==> config.mk <==
export PLATFORM = sky130hd
export DESIGN_NAME = bit_to_bus_deserializer_flat
export DESIGN_NICKNAME = d
export VERILOG_FILES = /design/src/rtl/bit_to_bus_deserializer_if.sv /design/src/rtl/bit_to_bus_deserializer.sv /design/src/flat_wrapper.sv
export SDC_FILE = /design/constraint.sdc
export NUM_CORES = 1
export LEC_CHECK = 0
export ABC_AREA = 1
export BUFFER_PORTS_ARGS = -buffer_cell sky130_fd_sc_hd__buf_4
export CAP_MARGIN = 20
export CORE_MARGIN = 2
export CORE_UTILIZATION = 56
export CTS_CLUSTER_SIZE = 30
export DETAILED_ROUTE_END_ITERATION = 8
export HOLD_SLACK_MARGIN = 0.06
export PLACE_DENSITY = 0.88
export SYNTH_ARGS = -nofsm -noshare
export SYNTH_HDL_FRONTEND = slang
export SYNTH_SLANG_ARGS = --single-unit
==> constraint.sdc <==
create_clock -name clk -period 2.5 [get_ports clk]
set_input_delay 0.625 -clock clk [delete_from_list [all_inputs] [get_ports clk]]
set_output_delay 0.625 -clock clk [all_outputs]
set_load 0.05 [all_outputs]
==> src/rtl/bit_to_bus_deserializer_if.sv <==
// Serial-in / parallel-out handshake bundle for bit_to_bus_deserializer.
//   s_valid, s_data, s_last : serial bit, its value, and the end-of-frame mark
//   s_ready                 : deserializer accepts the serial bit this cycle
//   p_valid, p_data, p_error: assembled word and its frame-length error flag
//   p_ready                 : consumer accepts the word
// The slave modport is the deserializer's view. The master modport is the
// view of the logic around it, which drives the serial side and consumes words.
interface bit_to_bus_deserializer_if #(
   parameter int WIDTH = 5
);
   logic             s_valid;
   logic             s_data;
   logic             s_last;
   logic             s_ready;
   logic             p_valid;
   logic             p_ready;
   logic [WIDTH-1:0] p_data;
   logic             p_error;

   modport slave (
      input  s_valid, s_data, s_last, p_ready,
      output s_ready, p_valid, p_data, p_error
   );

   modport master (
      output s_valid, s_data, s_last, p_ready,
      input  s_ready, p_valid, p_data, p_error
   );
endinterface

==> src/rtl/bit_to_bus_deserializer.sv <==
// Collects a serial bit stream into WIDTH-bit words and flags frames whose
// length differs from WIDTH.
//   clk   : rising-edge clock
//   rst_n : synchronous, active-low reset
//   bus   : bit_to_bus_deserializer_if.slave (serial input, parallel output)
// MSB_FIRST=1 places the first bit of a frame in p_data[WIDTH-1].
// MSB_FIRST=0 places it in p_data[0].
//
// state   | meaning
// --------+----------------------------------------------------------------
// COLLECT | shifting bits of a frame into the shifter
// FULL    | word complete but output register occupied; word held in shifter
// DRAIN   | long frame already emitted; discard bits up to and including s_last
module bit_to_bus_deserializer #(
   parameter int WIDTH     = 5,
   parameter int MSB_FIRST = 1
) (
   input  logic                    clk,
   input  logic                    rst_n,
   bit_to_bus_deserializer_if.slave bus
);
   localparam int CW = $clog2(WIDTH);
   localparam logic [CW-1:0] LAST_POS = CW'(WIDTH - 1);

   typedef enum logic [1:0] {
      ST_COLLECT,
      ST_FULL,
      ST_DRAIN
   } state_t;

   state_t            state, state_nxt;
   logic [CW-1:0]     cnt;
   logic [WIDTH-1:0]  shifter;
   logic              held_err;
   logic              held_long;
   logic              rdy_en;
   logic              p_valid_q;
   logic [WIDTH-1:0]  p_data_q;
   logic              p_error_q;

   logic              s_ready_i;
   logic              accept;
   logic              pop;
   logic              at_end;
   logic              complete;
   logic              done_err;
   logic              done_long;
   logic              load_now;
   logic [CW-1:0]     idx;
   logic [WIDTH-1:0]  word_next;

   // rdy_en keeps s_ready low during the cycle that follows a reset edge.
   // s_ready is decoded only from registers, so p_ready never reaches it.
   assign s_ready_i   = rdy_en && (state != ST_FULL);
   assign bus.s_ready = s_ready_i;
   assign bus.p_valid = p_valid_q;
   assign bus.p_data  = p_data_q;
   assign bus.p_error = p_error_q;

   always_comb begin
      state_nxt = state;
      accept    = bus.s_valid && s_ready_i;
      pop       = p_valid_q && bus.p_ready;
      at_end    = (cnt == LAST_POS);
      idx       = (MSB_FIRST != 0) ? (LAST_POS - cnt) : cnt;
      word_next = shifter;
      word_next[idx] = bus.s_data;
      complete  = accept && (state == ST_COLLECT) && (bus.s_last || at_end);
      // Only a frame that ends exactly on the last position is error-free.
      done_err  = !(at_end && bus.s_last);
      done_long = at_end && !bus.s_last;
      load_now  = complete && (!p_valid_q || pop);

      unique case (state)
         ST_COLLECT: begin
            if (complete) begin
               if (!load_now)      state_nxt = ST_FULL;
               else if (done_long) state_nxt = ST_DRAIN;
               else                state_nxt = ST_COLLECT;
            end
         end
         ST_FULL: begin
            if (pop) state_nxt = held_long ? ST_DRAIN : ST_COLLECT;
         end
         ST_DRAIN: begin
            if (accept && bus.s_last) state_nxt = ST_COLLECT;
         end
         default: state_nxt = ST_COLLECT;
      endcase
   end

   always_ff @(posedge clk) begin
      if (!rst_n) state <= ST_COLLECT;
      else        state <= state_nxt;
   end

   always_ff @(posedge clk) begin
      if (!rst_n) begin
         rdy_en    <= 1'b0;
         cnt       <= '0;
         shifter   <= '0;
         held_err  <= 1'b0;
         held_long <= 1'b0;
         p_valid_q <= 1'b0;
         p_data_q  <= '0;
         p_error_q <= 1'b0;
      end else begin
         rdy_en <= 1'b1;
         // A new load later in this block overrides the drop, giving
         // back-to-back words with no bubble.
         if (pop) p_valid_q <= 1'b0;

         unique case (state)
            ST_COLLECT: begin
               if (accept) begin
                  if (complete) begin
                     cnt <= '0;
                     if (load_now) begin
                        p_data_q  <= word_next;
                        p_error_q <= done_err;
                        p_valid_q <= 1'b1;
                        shifter   <= '0;
                     end else begin
                        shifter   <= word_next;
                        held_err  <= done_err;
                        held_long <= done_long;
                     end
                  end else begin
                     shifter <= word_next;
                     cnt     <= cnt + 1'b1;
                  end
               end
            end
            ST_FULL: begin
               if (pop) begin
                  p_data_q  <= shifter;
                  p_error_q <= held_err;
                  p_valid_q <= 1'b1;
                  shifter   <= '0;
               end
            end
            ST_DRAIN: begin
            end
            default: begin
            end
         endcase
      end
   end
endmodule

==> src/flat_wrapper.sv <==
// flat-port wrapper written by rule: the top's interface ports become plain ports
module bit_to_bus_deserializer_flat 
#(
   parameter int WIDTH     = 5,
   parameter int MSB_FIRST = 1
)
  (clk, rst_n, bus_s_valid, bus_s_data, bus_s_last, bus_p_ready, bus_s_ready, bus_p_valid, bus_p_data, bus_p_error);
  bit_to_bus_deserializer_if #(.WIDTH(WIDTH)) bus_i ();
  input  logic clk;
  input  logic rst_n;
  input wire logic [$bits(bus_i.s_valid)-1:0] bus_s_valid;
  input wire logic [$bits(bus_i.s_data)-1:0] bus_s_data;
  input wire logic [$bits(bus_i.s_last)-1:0] bus_s_last;
  input wire logic [$bits(bus_i.p_ready)-1:0] bus_p_ready;
  output wire logic [$bits(bus_i.s_ready)-1:0] bus_s_ready;
  output wire logic [$bits(bus_i.p_valid)-1:0] bus_p_valid;
  output wire logic [$bits(bus_i.p_data)-1:0] bus_p_data;
  output wire logic [$bits(bus_i.p_error)-1:0] bus_p_error;
  assign bus_i.s_valid = bus_s_valid;
  assign bus_i.s_data = bus_s_data;
  assign bus_i.s_last = bus_s_last;
  assign bus_i.p_ready = bus_p_ready;
  assign bus_s_ready = bus_i.s_ready;
  assign bus_p_valid = bus_i.p_valid;
  assign bus_p_data = bus_i.p_data;
  assign bus_p_error = bus_i.p_error;
  bit_to_bus_deserializer #(.WIDTH(WIDTH), .MSB_FIRST(MSB_FIRST)) u_core (.clk(clk), .rst_n(rst_n), .bus(bus_i));
endmodule
# Yosys cells after proc, flatten, opt, wreduce, memory -nomap -nowiden

Cells that the tools add are included.

Add/subtract/negate cells: 2
Magnitude comparators: 2
Eq/ne operators: 9
Multiplexer cells: 33
Bitwise gates (word level): 1
Reduce and logical (&&, ||, !) cells: 22

Operators by type and width:

| kind                                                              | number |
|---|---|
| two-way mux 5 bit                                                 | 8 |
| one-hot mux 5 bit (2 select lines)                                | 2 |
| two-way mux 2 bit                                                 | 6 |
| inequality test 2 x 1 -> 1 bit, second input constant             | 6 |
| two-way mux 1 bit                                                 | 11 |
| logical AND 1 bit                                                 | 10 |
| one-hot mux 2 bit (3 select lines)                                | 1 |
| AND reduction 3 bit                                               | 2 |
| bitwise mux 5 bit                                                 | 1 |
| AND reduction 5 bit                                               | 1 |
| < comparator 3 x 4 -> 1 bit, second input constant                | 1 |
| one-hot mux 1 bit (2 select lines)                                | 2 |
| AND reduction 4 bit                                               | 1 |
| adder 3 x 1 -> 3 bit, second input constant                       | 1 |
| demux 1 bit (select 3 bit)                                        | 1 |
| == test 3 bit, second input constant                              | 1 |
| greater-or-equal comparator 3 x 1 -> 1 bit, second input constant | 1 |
| zero test 1 bit                                                   | 3 |
| two-way mux 3 bit                                                 | 1 |
| subtractor 3 bit, first input constant                            | 1 |
| == test 2 x 1 -> 1 bit, second input constant                     | 1 |
| == test 2 bit, second input constant                              | 1 |
| zero test 2 bit                                                   | 1 |
| logical OR 1 bit                                                  | 2 |
| 3 further kinds                                                   | 3 |

Register bits: 20
Bits of input ports: 6
Output and inout port bits: 8
Logic and storage cells: 78

# Logic depth before layout (Yosys ltp)

Depth in word-level cells: 10
Mapped depth: 11
Depth with buffers taken out: 11

# Worst setup path before layout

Ideal clock, no wire load.

Path kind: flip-flop to output port
From: reg u_core.state[1]
To: out bus_s_ready
Data arrival time: 1268 ps
Required time: 1875 ps
Path slack: 607 ps
Cell stages (with the launch flop): 5
Buffers on the path: 0
Cells stage by stage: dfxtp_1 > inv_2 > nand2_2 > inv_2 > nor2_1

Longest elaborated chain between the ends: 2

RTL lines:

| what                           | line                          | RTL |
|---|---|---|
| from (decl)                    | bit_to_bus_deserializer.sv:31 | `state_t state, state_nxt;` |
| from (signal assigned)         | bit_to_bus_deserializer.sv:94 | `else state <= state_nxt;` |
| inequality test 2 x 1 -> 1 bit | bit_to_bus_deserializer.sv:54 | `assign s_ready_i = rdy_en && (state != ST_FULL);` |
| logical AND 1 bit              | bit_to_bus_deserializer.sv:54 |  |
| to (decl)                      | flat_wrapper.sv:15            | `output wire logic [$bits(bus_i.s_ready)-1:0] bus_s_ready;` |

No other way between the ends.

# Final worst setup path

Same ends and word-level chain as after synthesis.

==> flow_summary_export.csv <==
group,metric,value,unit
logic_synthesis,synth_area,1140,µm²
timing,slew_headroom,77.0,%
layout,syn_to_final_growth,13.3,%
grt,grt_max_degree,23,
logic_synthesis,seq_area_frac_synth,35.0,%
floorplan,die_x,49.2,µm
grt,grt_pass1_wl,4080,µm
logic_synthesis,ys_types,26,
detailed_routing,first_pass_iters,4,
logic_synthesis,ys_warn_count,0,
worst_setup_path,path_max_fanout,16,
layout,diodes,0,
detailed_routing,wl_per_cell,11.3,µm
power_and_ir_drop,p_switching,0.198,mW
grt,grt_use_total,21.5,%
power_and_ir_drop,clkPwrFrac,36.6,%
clock_tree,post-cts-setup-buffer-count,0,
logic_synthesis,synth-seq-cells,20,
layout,fin_nets,187,
layout,post_layout_nonfiller_instances,204,
timing,fin_crit_sh,87.1,%
layout,n_fill_cell,167,
timing,setup_viol,0,
clock_tree,htree_levels,1,
power_and_ir_drop,p_leak,0.591,nW
clock_tree,cts_hold_buf,0,
grt,grt_antenna_before_repair,0,
logic_synthesis,synth_top_family_by_area,"simple AND/OR/NAND/NOR gates",
logic_synthesis,synth_xor_area_share,0,%
worst_setup_path,cp_slowest_cell,"dfxtp_1",
grt,grt_overflow,0,
placement,place_congestion,0.962,
run_status,status,"finished, final reports clean",
timing,hold_viol,0,
placement,port_buffers,13,
floorplan,rows,16,
worst_hold_path,holdCritPathClass,"flip-flop to flip-flop",
floorplan,start_util,59.0,%
detailed_routing,num_vias,1074,
worst_setup_path,end_kind,"output port",
worst_setup_path,path_common_cell,"inv_2",
floorplan,ios,14,
clock_tree,cts_max_path_buffers,2,
worst_setup_path,cp_data_arrival_time,1550,ps
timing,setup_ws,322,ps
flow_run,drv_cap,0,
layout,drive_gt1_share,18.1,%
floorplan,die_y,49.2,µm
grt,grt_pass1_vias,980,
power_and_ir_drop,swShare,26.9,%
logic_synthesis,synthSimpleGateAreaFrac,33.3,%
timing,timing_worst_slew_pin_value,343,ps
logic_synthesis,synth_area_per_cell,6.98,µm²
worst_setup_path,crit_family,"buffers and inverters",
power_and_ir_drop,max-vdd-ir-drop,0.000359,V
worst_setup_path,crit_path_start_kind,"flip-flop",
logic_synthesis,synth_compound_area_share,17.8,%
floorplan,core,1940,µm²
timing,fmax,0.459,GHz
power_and_ir_drop,comb_power_share,16.9,%
floorplan,die_area,2420,µm²
power_and_ir_drop,p_per_area,565,nW/µm²
power_and_ir_drop,internal_power,0.536,mW
logic_synthesis,yosys.area_share.adder,3.28,%
clock_tree,root_buffer,"clkbuf_4",
detailed_routing,wl,2320,µm
clock_tree,cts_inserted_buffers,3,
timing,slew_viol_final,0,
timing,grt_setup_unrepaired,"no",
detailed_routing,drt-vias-per-instance,5.26,
clock_tree,cts_tree,"yes",
worst_setup_path,required,1880,ps
detailed_routing,drtIter0Drc,27,
timing,fin_skew,9.29,ps
detailed_routing,ant_nets,0,
clock_tree,cts.sinks,20,
detailed_routing,drcViolationCount,0,
timing,tns,0,ps
clock_tree,clock_latency,310,ps
worst_setup_path,max_stage_delay,410,ps
worst_setup_path,cp_cell_sequence,"inv_2 > nand2_2 > inv_2 > nor2_1 > buf_4",
logic_synthesis,synthCells,164,
layout,utilization,66.8,%
power_and_ir_drop,seq_power_share,46.5,%
clock_tree,ctsResizeCount,0,
worst_setup_path,timing_worst_setup_path_type,"flip-flop to output port",
logic_synthesis,syn_nets,173,
placement,place_ws,561,ps
placement,dpl.cell_count,200,
worst_setup_path,critPathBufInv,3,
timing,fin_crit,2180,ps
clock_tree,clkTransAtPathRegs,120,ps
logic_synthesis,synth_mux_area_share,0,%
placement,hpwl,1670,µm
registers in the layout (all words and copies together), names as in the netlist:
name,flops
u_core.bus.p_data,5
u_core.bus.p_error,1
u_core.cnt,3
u_core.held_long,1
u_core.shifter,5
u_core.rdy_en,1
u_core.held_err,1
u_core.state,2
u_core.bus.p_valid,1
routing by layer:
| metal | share of wire (%) | wire (µm) | global-route usage [%] |
|---|---|---|---|
| met1 | 47 | 1100 | 26.2 |
| met4 | 1.5 | 35 | 11.4 |
| met2 | 49 | 1140 | 35.4 |
| met5 | 0 | 0 | 0 |
| met3 | 1.9 | 45 | 4.29 |
power groups by stage:
stage | Clock (mW) | Combinational [mW] | Sequential (mW)
floorplan | 0 | 0.0870 | 0.356
global placement | 0 | 0.119 | 0.347
detailed placement | 0 | 0.123 | 0.348
CTS | 0.274 | 0.124 | 0.341
global route | 0.289 | 0.139 | 0.343
finish | 0.268 | 0.124 | 0.341
logic make-up after synthesis:
logic type / Yosys count
AOI/OAI and AO/OA: 35
buffers and inverters: 27
DFF: 20
and+or+nand+nor: 79
adders and majority gates: 3
cells in the mapped netlist:
cell type	number	area [µm²]
a21oi_2	2	17.5
dfxtp_1	20	400
ha_1	3	37.5
inv_1	17	63.8
nand4_1	2	12.5
a21oi_1	20	100
buf_2	1	5.00
o21ai_1	6	30.0
nand4_4	1	21.3
nand2_2	1	6.26
a211oi_1	1	7.51
clkbuf_1	1	3.75
o31ai_4	1	21.3
buf_8	1	15.0
nor3_1	1	5.00
nor2_2	1	6.26
a21boi_0	1	7.51
nand3_1	18	90.1
nand2_4	2	22.5
o21ai_0	4	20.0
nand2_1	28	105
inv_2	5	18.8
and3_1	1	6.26
nor2_1	23	86.3
nor2_8	1	20.0
buf_4	2	15.0
cell usage in the layout (no fill, tap or decap), types with 4 or more instances in the layout:
cell type	count
o21ai_1	6
inv_1	17
inv_2	5
nor2_1	23
nand2_1	28
dfxtp_1	20
buf_4	14
nand3_1	18
a21oi_1	20
o21ai_0	4
worst paths after layout:
check / startpoint / endpoint / slack [ps] / cells after the start
worst max-delay path: u_core.state[1] / bus_s_ready / 320 / 5
worst min-delay path: u_core.held_err / u_core.held_err / 470 / 2
worst max register to register: u_core.cnt[0] / u_core.bus.p_data[0] / 520 / 11
worst min register to register: u_core.held_err / u_core.held_err / 470 / 2
through the flow:
stage	hold WS (ps)	cell area [µm²]	power, mW
after floorplan	426	1140	0.443
after global placement	434	1240	0.466
after detailed placement	455	1240	0.471
after CTS	472	1300	0.738
after global routing	500	1300	0.772
final	466	1300	0.733
layout make-up:
cell class                 count  area (µm²)  area share (%)
inverter                      22        82.6            6.36
multi-input combinational    117         623            48.0
clock buffer                   3        22.5            1.74
timing repair buffer          14         105            8.10
tap                           27        33.8            2.60
sequential                    20         400            30.9
clock inverter                 1        30.0            2.31
tightest hold or removal path, cell delays in order, from the launching register on:
cell,delay (ps)
dfxtp_1,320
inv_1,60
a21oi_1,50
(Power assumes the default switching activity.)
